## config.mk

```make
export PLATFORM = sky130hd
export DESIGN_NAME = hex_display_ctrl
export DESIGN_NICKNAME = d
export VERILOG_FILES = /design/src/rtl/hex_display_ctrl.sv
export SDC_FILE = /design/constraint.sdc
export NUM_CORES = 1
export LEC_CHECK = 0
export BUFFER_PORTS_ARGS = -buffer_cell sky130_fd_sc_hd__buf_2
export CAP_MARGIN = 20
export CORE_ASPECT_RATIO = 1.4
export CORE_MARGIN = 4
export CORE_UTILIZATION = 40
export DETAILED_ROUTE_END_ITERATION = 7
export PLACE_DENSITY = 0.58
export SYNTH_ARGS = -nofsm -noshare
export SYNTH_HDL_FRONTEND = slang
export SYNTH_SLANG_ARGS = --single-unit
```

## constraint.sdc

```tcl
create_clock -name clk -period 3.99 [get_ports clk]
set_input_delay 0.1995 -clock clk [delete_from_list [all_inputs] [get_ports clk]]
set_output_delay 0.1995 -clock clk [all_outputs]
set_load 0.05 [all_outputs]
```

## src/rtl/hex_display_ctrl.sv

```systemverilog
// Multi-digit seven-segment hex display controller: shadow-latched value/dp/blink,
// leading-zero suppression, free-running blink, registered active-low outputs.
module hex_display_ctrl #(
  parameter int NDIGITS   = 8,
  parameter int BLINK_DIV = 25000000
) (
  input  logic                   clk,
  input  logic                   rst_n,
  input  logic                   load,
  input  logic [4*NDIGITS-1:0]   value,
  input  logic [NDIGITS-1:0]     dp,
  input  logic [NDIGITS-1:0]     blink_mask,
  input  logic                   lz_en,
  input  logic                   enable,
  output logic [7*NDIGITS-1:0]   seg,
  output logic [NDIGITS-1:0]     seg_dp,
  output logic                   busy
);

  localparam int CW = $clog2(BLINK_DIV);
  localparam logic [CW-1:0] CNT_LAST = CW'(BLINK_DIV - 1);

  logic [4*NDIGITS-1:0] value_q;
  logic [NDIGITS-1:0]   dp_q;
  logic [NDIGITS-1:0]   blink_q;
  logic                 busy_q;
  logic [CW-1:0]        cnt_q, cnt_d;
  logic                 phase_q, phase_d;
  logic [7*NDIGITS-1:0] seg_q, seg_d;
  logic [NDIGITS-1:0]   seg_dp_q, seg_dp_d;
  logic [NDIGITS-1:0]   keep;
  logic                 seen;

  function automatic logic [6:0] seg7(input logic [3:0] n);
    case (n)
      4'h0: seg7 = 7'b1000000;
      4'h1: seg7 = 7'b1111001;
      4'h2: seg7 = 7'b0100100;
      4'h3: seg7 = 7'b0110000;
      4'h4: seg7 = 7'b0011001;
      4'h5: seg7 = 7'b0010010;
      4'h6: seg7 = 7'b0000010;
      4'h7: seg7 = 7'b1111000;
      4'h8: seg7 = 7'b0000000;
      4'h9: seg7 = 7'b0010000;
      4'hA: seg7 = 7'b0001000;
      4'hB: seg7 = 7'b0000011;
      4'hC: seg7 = 7'b1000110;
      4'hD: seg7 = 7'b0100001;
      4'hE: seg7 = 7'b0000110;
      default: seg7 = 7'b0001110;
    endcase
  endfunction

  // Blink counter restarts on load so a freshly loaded digit is visible a full half-period.
  always_comb begin
    cnt_d   = cnt_q + CW'(1);
    phase_d = phase_q;
    if (load) begin
      cnt_d   = '0;
      phase_d = 1'b0;
    end else if (cnt_q == CNT_LAST) begin
      cnt_d   = '0;
      phase_d = ~phase_q;
    end
  end

  // A digit is kept if it or any higher digit is nonzero or has its decimal point lit.
  always_comb begin
    keep = '0;
    seen = 1'b0;
    for (int i = NDIGITS - 1; i >= 0; i--) begin
      seen    = seen | (value_q[4*i +: 4] != 4'h0) | dp_q[i];
      keep[i] = seen;
    end
    keep[0] = 1'b1;
  end

  always_comb begin
    seg_d    = '1;
    seg_dp_d = '1;
    for (int i = 0; i < NDIGITS; i++) begin
      if (enable && !(phase_q && blink_q[i]) && !(lz_en && !keep[i])) begin
        seg_d[7*i +: 7] = seg7(value_q[4*i +: 4]);
        seg_dp_d[i]     = ~dp_q[i];
      end
    end
  end

  always_ff @(posedge clk or negedge rst_n) begin
    if (!rst_n) begin
      value_q  <= '0;
      dp_q     <= '0;
      blink_q  <= '0;
      busy_q   <= 1'b0;
      cnt_q    <= '0;
      phase_q  <= 1'b0;
      seg_q    <= '1;
      seg_dp_q <= '1;
    end else begin
      if (load) begin
        value_q <= value;
        dp_q    <= dp;
        blink_q <= blink_mask;
      end
      busy_q   <= load;
      cnt_q    <= cnt_d;
      phase_q  <= phase_d;
      seg_q    <= seg_d;
      seg_dp_q <= seg_dp_d;
    end
  end

  assign seg    = seg_q;
  assign seg_dp = seg_dp_q;
  assign busy   = busy_q;

endmodule

```

# == After elaboration in Yosys (flattened, before gate mapping) ==
# Memory sizes are Yosys's and may differ from the RTL's.
# Cells that the tools add are included.
# word_totals
word_cells,120
in_bits,53
reg_bits,139
memories,8
mem_bits_ro,896
# mem_list
name,depth,word_bits,read_ports,rd_ports_with_merged_regs,wr,line,rtl
(no name shown),16,7,1,0,0,35,case (n)
(no name shown),16,7,1,0,0,35,
(no name shown),16,7,1,0,0,35,
(no name shown),16,7,1,0,0,35,
(no name shown),16,7,1,0,0,35,
(no name shown),16,7,1,0,0,35,
+2 memories,-,-,-,-,-,-,
# classes
reduce_logical,60
n_bitwise,22
eq_ne,1
muxes,20
add_sub_neg,1
# ops
op,n
7-bit 2-to-1 mux,8
25-bit 2-to-1 mux,2
1-bit logical AND,30
4-bit nonzero test,7
"25-bit by 1-bit adder with 25-bit output, second input constant",1
"25-bit == test, second input constant",1
1-bit zero test,22
1-bit OR,13
1-bit 2-to-1 mux,10
1-bit NOT,9
2-bit nonzero test,1

# == Depth between registers and ports, before layout ==
# Gate-level depths: netlist of the first run.
# depth
depth_word,19
mapped_depth,7
mapped_depth_nobuf,6

# == Worst setup path before layout of the first run ==
# No wires, ideal clock.
# synth_timing
kind,flip-flop to flip-flop
startpoint,register value_q[16]
endpoint,"register seg_q[12], in the netlist seg[12]"
t_arrival_ps,1792
period_less_slack_ps,1857
stages_incl_launch_ff,8
required_ps,3926
setup_time_ps,64
slack_ps,2133
cell_sequence,dfrtp_1 > inv_1 > ha_1 > nor4b_1 > nand4_1 > or3_1 > clkbuf_1 > nand3_1
# synth_via
elab_chain_cells,14
# synth_rtl
item,line,rtl
"start, declared",23,logic [4*NDIGITS-1:0] value_q;
"start signal, assigned",102,value_q <= value;
4-bit nonzero test,73,seen = seen | (value_q[4*i +: 4] != 4'h0) | dp_q[i];
1-bit OR (8 in series),73,
1-bit zero test,83,if (enable && !(phase_q && blink_q[i]) && !(lz_en && !keep[i])) begin
1-bit logical AND,83,
1-bit zero test,83,
1-bit logical AND,83,
7-bit 2-to-1 mux,83,
named net seg_d[12],29,"logic [7*NDIGITS-1:0] seg_q, seg_d;"
"end signal, assigned",109,seg_q <= seg_d;
"end, declared",29,
# The timed path passes the listed nets, and every way through them passes these cells.
# A chain may end at the register's enable or synchronous reset.

# == Worst setup path in the final report of the first run ==
# layout_timing
startpoint,register value_q[24]
endpoint,"register seg_q[17], in the netlist seg[17]"
# layout_via
elab_chain_cells,16
# layout_rtl
item,line
4-bit nonzero test,73
1-bit OR (10 in series),73
1-bit zero test,83
1-bit logical AND,83
1-bit zero test,83
1-bit logical AND,83
7-bit 2-to-1 mux,83
named net seg_d[17],29
# The timed path passes the listed nets, and every way through them passes these cells.

==> results of run 1 <==
[how the worst max path moves through the flow]
stage	slack (ns)	end	depth (start not counted)	start
after global placement	1.54	seg[17]	6	value_q[24]
after floorplan	2.13	seg[12]	7	value_q[16]
after CTS	1.46	seg[17]	6	value_q[24]
after global routing	1.32	seg[15]	6	value_q[24]
final	1.49	seg[17]	6	value_q[24]
after detailed placement	1.47	seg[17]	6	value_q[24]
[critical path: stages (launching register included)]
cell,delay (ns)
dfrtp_1,0.43
inv_1,0.14
ha_1,0.23
nor4b_2,0.60
nand4_1,0.33
or3b_1,0.56
nand3b_1,0.13
[repair_timing]
item                                   in CTS  in global routing
hold buffers                                8                  2
endpoints found under the hold margin      71                  2
gates resized for setup                     0                  0
[cells in the mapped netlist, drive strengths merged, types with 6 or more instances]
cell type,number
o311ai,14
nand2,92
and2,6
o31ai,6
nand3b,6
mux2,29
nand4,11
o211ai,30
a21boi,6
dfrtp,75
or3,10
clkbuf,27
or4,6
buf,9
nor2,29
nand2b,15
inv,27
dfstp,64
nor2b,7
nand3,28
a21oi,29
nor4b,8
xor2,8
o21a,8
ha,46
o21ai,50
[layout make-up]
class	instances	area [um2]	area share (%)
clock buffer	26	499.2	5.869
multi-input combinational	480	3259	38.32
clock inverter	6	62.56	0.7355
tap	236	295.3	3.472
inverter	27	101.3	1.192
timing repair buffer	131	729.5	8.576
sequential	139	3558	41.84
[layer usage]
layer  wire (um)  GRT usage, %
met4         329         6.340
met2        8599         29.76
met1        6791         19.82
met5           0             0
met3         625         4.055
[logic make-up after synthesis]
| group | synth area share (%) |
|---|---|
| and+or+nand+nor | 16.95 |
| AOI/OAI and AO/OA | 14.38 |
| DFF | 50.32 |
| buffers and inverters | 3.645 |
| adders and majority gates | 8.139 |
| muxes | 5.326 |
| xor gates and xnor gates | 1.239 |
[flip-flops by register name, indices dropped and copies added, names as in the netlist]
signal,cells
seg,56
blink_q,8
value_q,32
seg_dp,8
phase_q,1
busy,1
cnt_q,25
dp_q,8
[stage by stage]
| stage | cell area (um2) | worst slack, ns | cells |
|---|---|---|---|
| after floorplan | 7072 | 2.133 | 682 |
| after global placement | 7829 | 1.539 | 1002 |
| after detailed placement | 7829 | 1.468 | 1002 |
| after CTS | 8471 | 1.457 | 1042 |
| after global routing | 8506 | 1.321 | 1045 |
| final | 8506 | 1.495 | 1045 |
[power breakdown]
part / total [W] / internal [W] / switching (W)
logic: 0.000751 / 0.000231 / 0.000521
registers: 0.00169 / 0.00158 / 0.000112
clock network: 0.00148 / 0.000923 / 0.000552
==> impl_metrics.csv, run 1 <==
group,metric,value,unit
sta,clock_skew,0.008408,ns
sta,fmax,400.8,MHz
detailed_routing,drc,0,
critical_path,worstPathMaxFanout,7,
critical_path,r2r-end,"seg[17]",
pwr,leakage,3.671,nW
die,die_h,165.3,um
cells_and_area,antennaDiodeCount,0,
logic_synthesis,post_synth.cell_area_avg,10.37,um2
logic_synthesis,ys_seq_area_share,50.32,%
logic_synthesis,synth-main-ff-cell,"dfrtp_1",
cells_and_area,drive_gt1_share,31.03,%
detailed_routing,ant_nets,0,
pwr,peakVddDrop,0.2638,mV
critical_path,start_kind,"flop",
logic_synthesis,async_flop_share,100.0,%
pwr,power,0.003921,W
sta,hold_ws,0.01700,ns
die,coreArea,17330,um2
sta,post-route-min-period,2.495,ns
die,io_pins,118,
global_route,antenna_found_initial,0,
min_path,hp-start,"value[25]",
logic_synthesis,synth.largest_area_cell,"dfrtp_1",
sta,hold_violations,0,
logic_synthesis,synth_fp_nets,781,
global_route,grt.overflow.total,0,
cells_and_area,layout_commonest_cell,"buf_2",
detailed_routing,drt-total-wl,16.35,mm
placed_design,gp_congestion,0.9130,
cts,cts_tree,"done",
cells_and_area,syn_to_final_growth,20.28,%
logic_synthesis,synth_edf_count,0,
min_path,min_to,"value_q[25]",
cts,cts-root-buf,"clkbuf_16",
critical_path,critPathRequiredTime,4.33,ns
cells_and_area,fill_cells,1618,
cts,cts_sinks,139,
cts,cts_buffer_depth,2,
cts,cts_max_level,4,
die,fp-row-count,57,
sta,setup_tns,0,ns
global_route,grt_max_degree,110,
placed_design,port_buffers,117,
logic_synthesis,synth_top_area_share,26.54,%
cts,clk_pin_slew,0.05,ns
sta,setup_viol,0,
placed_design,dpl.hpwl,11.90,mm
sta,relSlewSlack,33.58,%
critical_path,rr_worst_depth,6,
cells_and_area,nets,895,
min_path,hold_path.class,"in -> reg",
detailed_routing,avgViaCountPerCell,5.235,
die,die_w,120.4,um
sta,finalCritPeriodShare,62.53,%
critical_path,arrival,2.83,ns
global_route,grt_pass1_vias,5645,
sta,worst_pin_slew,0.9963,ns
pwr,powerDensity,461.0,nW/um2
cts,postCtsSetupRepairBufs,0,
logic_synthesis,yosys_warnings,0,
detailed_routing,wl_per_cell,15.64,um
critical_path,rrSetupSlack,1.49,ns
critical_path,rr_startpoint,"value_q[24]",
die,initial_utilization,40.81,%
global_route,grt_pass1_wl,27.06,mm
global_route,grt_usage,16.84,%
logic_synthesis,synth_area,7072,um2
job,cap_viol_max_count,0,
cells_and_area,final_util,49.08,%
logic_synthesis,synth_seq_cells,139,
detailed_routing,dr.first_iter.drc_count,350,
min_path,whs_path_depth,3,
critical_path,path_class,"reg -> reg",
logic_synthesis,synth_area_leaders,"dfrtp_1 27%, dfstp_2 24%, ha_1 8.1%",
cells_and_area,layout_common_cells,"116 x buf_2, 92 x nand2_1, 75 x dfrtp_1, 64 x dfstp_2, 50 x o21ai_0",
cts,clk_latency,0.41,ns
detailed_routing,first_pass_iters,4,
die,die_area,19900,um2
cts,cts_inserted_buffers,17,
logic_synthesis,syn-instance-count,682,
sta,rsz0062_at_grt,"no",
detailed_routing,dr_total_vias,5471,
run_status,status,"complete, no violations",
critical_path,end_kind,"flop",
sta,final-max-slew-violation-count,0,
logic_synthesis,synth.distinct_cells,51,
Power figures use the tool's default switching activity.
==> inputs of run 2 (changes only) <==
==> constraint.sdc (replaced) <==
create_clock -name clk -period 2.4 [get_ports clk]
set_input_delay 0.12 -clock clk [delete_from_list [all_inputs] [get_ports clk]]
set_output_delay 0.12 -clock clk [all_outputs]
set_load 0.05 [all_outputs]
==> impl_metrics.csv, run 2 (synthesized netlist as in run 1, its figures left out) <==
group,metric,value,unit
critical_path,crit_path_cell_trace,"inv_1, ha_1, nor4b_1, nand4_1, or3_1, nand3_1",
detailed_routing,drc,0,
sta,post-route-min-period,2.189,ns
detailed_routing,wl_per_cell,15.18,um
pwr,p_comb_share,20.0,%
sta,worst_pin_slew,0.6128,ns
critical_path,end_kind,"flop",
run_status,status,"complete, no violations",
die,die_h,165.3,um
pwr,powerDensity,752.6,nW/um2
die,initial_utilization,40.81,%
cts,cts_inserted_buffers,17,
cts,clk_latency,0.41,ns
critical_path,cp_num_buf_inv,1,
die,die_area,19900,um2
sta,clock_skew,0.006323,ns
sta,rsz0062_at_grt,"no",
detailed_routing,dr.first_iter.drc_count,302,
cells_and_area,drive_gt1_share,30.71,%
placed_design,port_buffers,117,
detailed_routing,drt-total-wl,16.69,mm
cts,cts_tree,"done",
die,coreArea,17330,um2
global_route,antenna_found_initial,0,
detailed_routing,ant_nets,0,
cells_and_area,largest_reg_flops,56,
min_path,hold_path.class,"in -> reg",
sta,fmax,456.8,MHz
global_route,grt_pass1_vias,5636,
cts,cts-root-buf,"clkbuf_16",
critical_path,cp_top_family,"simple AND/OR/NAND/NOR gates",
cts,postCtsSetupRepairBufs,0,
cts,cts-resized-gates,0,
cts,cts_sinks,139,
global_route,grt_max_degree,70,
job,cap_viol_max_count,0,
detailed_routing,dr_total_vias,5681,
pwr,peakVddDrop,0.4375,mV
detailed_routing,avgViaCountPerCell,5.169,
global_route,grt.overflow.total,0,
sta,finalCritPeriodShare,91.21,%
cells_and_area,nets,949,
critical_path,worstPathMaxFanout,7,
sta,hold_violations,0,
critical_path,arrival,2.53,ns
critical_path,critPathRequiredTime,2.74,ns
sta,relSlewSlack,59.06,%
pwr,sequentialPowerShare,40.8,%
critical_path,path_class,"reg -> reg",
global_route,grt_usage,17.34,%
cts,cts_max_level,4,
pwr,switching_power,0.002020,W
cells_and_area,antennaDiodeCount,0,
cells_and_area,final_util,52.22,%
pwr,internal-power,0.004791,W
global_route,grt_pass1_wl,27.64,mm
sta,setup_tns,0,ns
critical_path,cp_slowest_cell,"or3_1",
critical_path,max_stage_delay,0.52,ns
detailed_routing,first_pass_iters,4,
cells_and_area,layout_commonest_cell,"buf_2",
critical_path,start_kind,"flop",
die,fp-row-count,57,
cells_and_area,layout_common_cells,"116 x buf_2, 92 x nand2_1, 75 x dfrtp_1, 64 x dfstp_2",
sta,setup_viol,0,
placed_design,dpl.hpwl,11.82,mm
die,die_w,120.4,um
sta,final-max-slew-violation-count,0,
die,io_pins,118,
placed_design,gp_congestion,0.8447,
pwr,leakage,3.922,nW
cts,clk_pin_slew,0.06,ns
pwr,switching_share,29.66,%
cts,hold_buffers,50,
cells_and_area,syn_to_final_growth,27.97,%
pwr,clkPwrFrac,39.2,%
cts,cts_buffer_depth,2,
## run 2: cell type report
type | instances | area, um2
Clock buffer | 24 | 481.7
Clock inverter | 8 | 117.6
Multi-Input combinational cell | 480 | 3256
Tap cell | 236 | 295.3
Inverter | 27 | 101.3
Timing Repair Buffer | 185 | 1240
Sequential cell | 139 | 3558
Fill cell | 1562 | 8280
## run 2: final timing paths
| kind | slack, ns | start | to | depth (start not counted) |
|---|---|---|---|---|
| setup / recovery | 0.21 | value_q[12] | seg[12] | 6 |
| hold / removal | 0.14 | load | value_q[10] | 2 |
| setup reg to reg | 0.21 | value_q[12] | seg[12] | 6 |
| hold reg to reg | 0.40 | dp_q[0] | seg_dp[0] | 1 |
| max in group asynchronous | 1.43 | rst_n | seg_dp[4] | 3 |
| min in group asynchronous | 0.22 | rst_n | value_q[4] | 2 |
## run 2: routing by layer
layer,wire (um),part of all wire [%],vias to the layer above,global-route usage (%)
met5,0,0,-,0
met4,372,2.2,0,6.598
met3,663,4.0,28,3.782
met2,8642,52,125,30.32
met1,7008,42,2776,20.91
li1,-,-,2752,-
## run 2: per-stage QoR
step,total power (W),std cells,worst slack [ns],instance area (um2),hold WS [ns]
global placement,0.004098,1017,0.2888,7950,0.09759
finish,0.006811,1099,0.2110,9050,0.1415
CTS,0.006885,1099,0.2022,9050,0.1373
global route,0.007136,1099,0.0004852,9050,0.1642
floorplan,0.003748,682,0.5433,7072,-0.1756
detailed placement,0.004123,1017,0.2170,7950,0.1003
## run 2: power groups by stage
stage | Sequential [W] | Clock [W] | Combinational [W]
after floorplan | 0.00323 | 0 | 0.000519
after global placement | 0.00281 | 0 | 0.00129
after detailed placement | 0.00282 | 0 | 0.00131
after CTS | 0.00278 | 0.00273 | 0.00137
after global routing | 0.00281 | 0.00284 | 0.00148
final | 0.00278 | 0.00267 | 0.00136
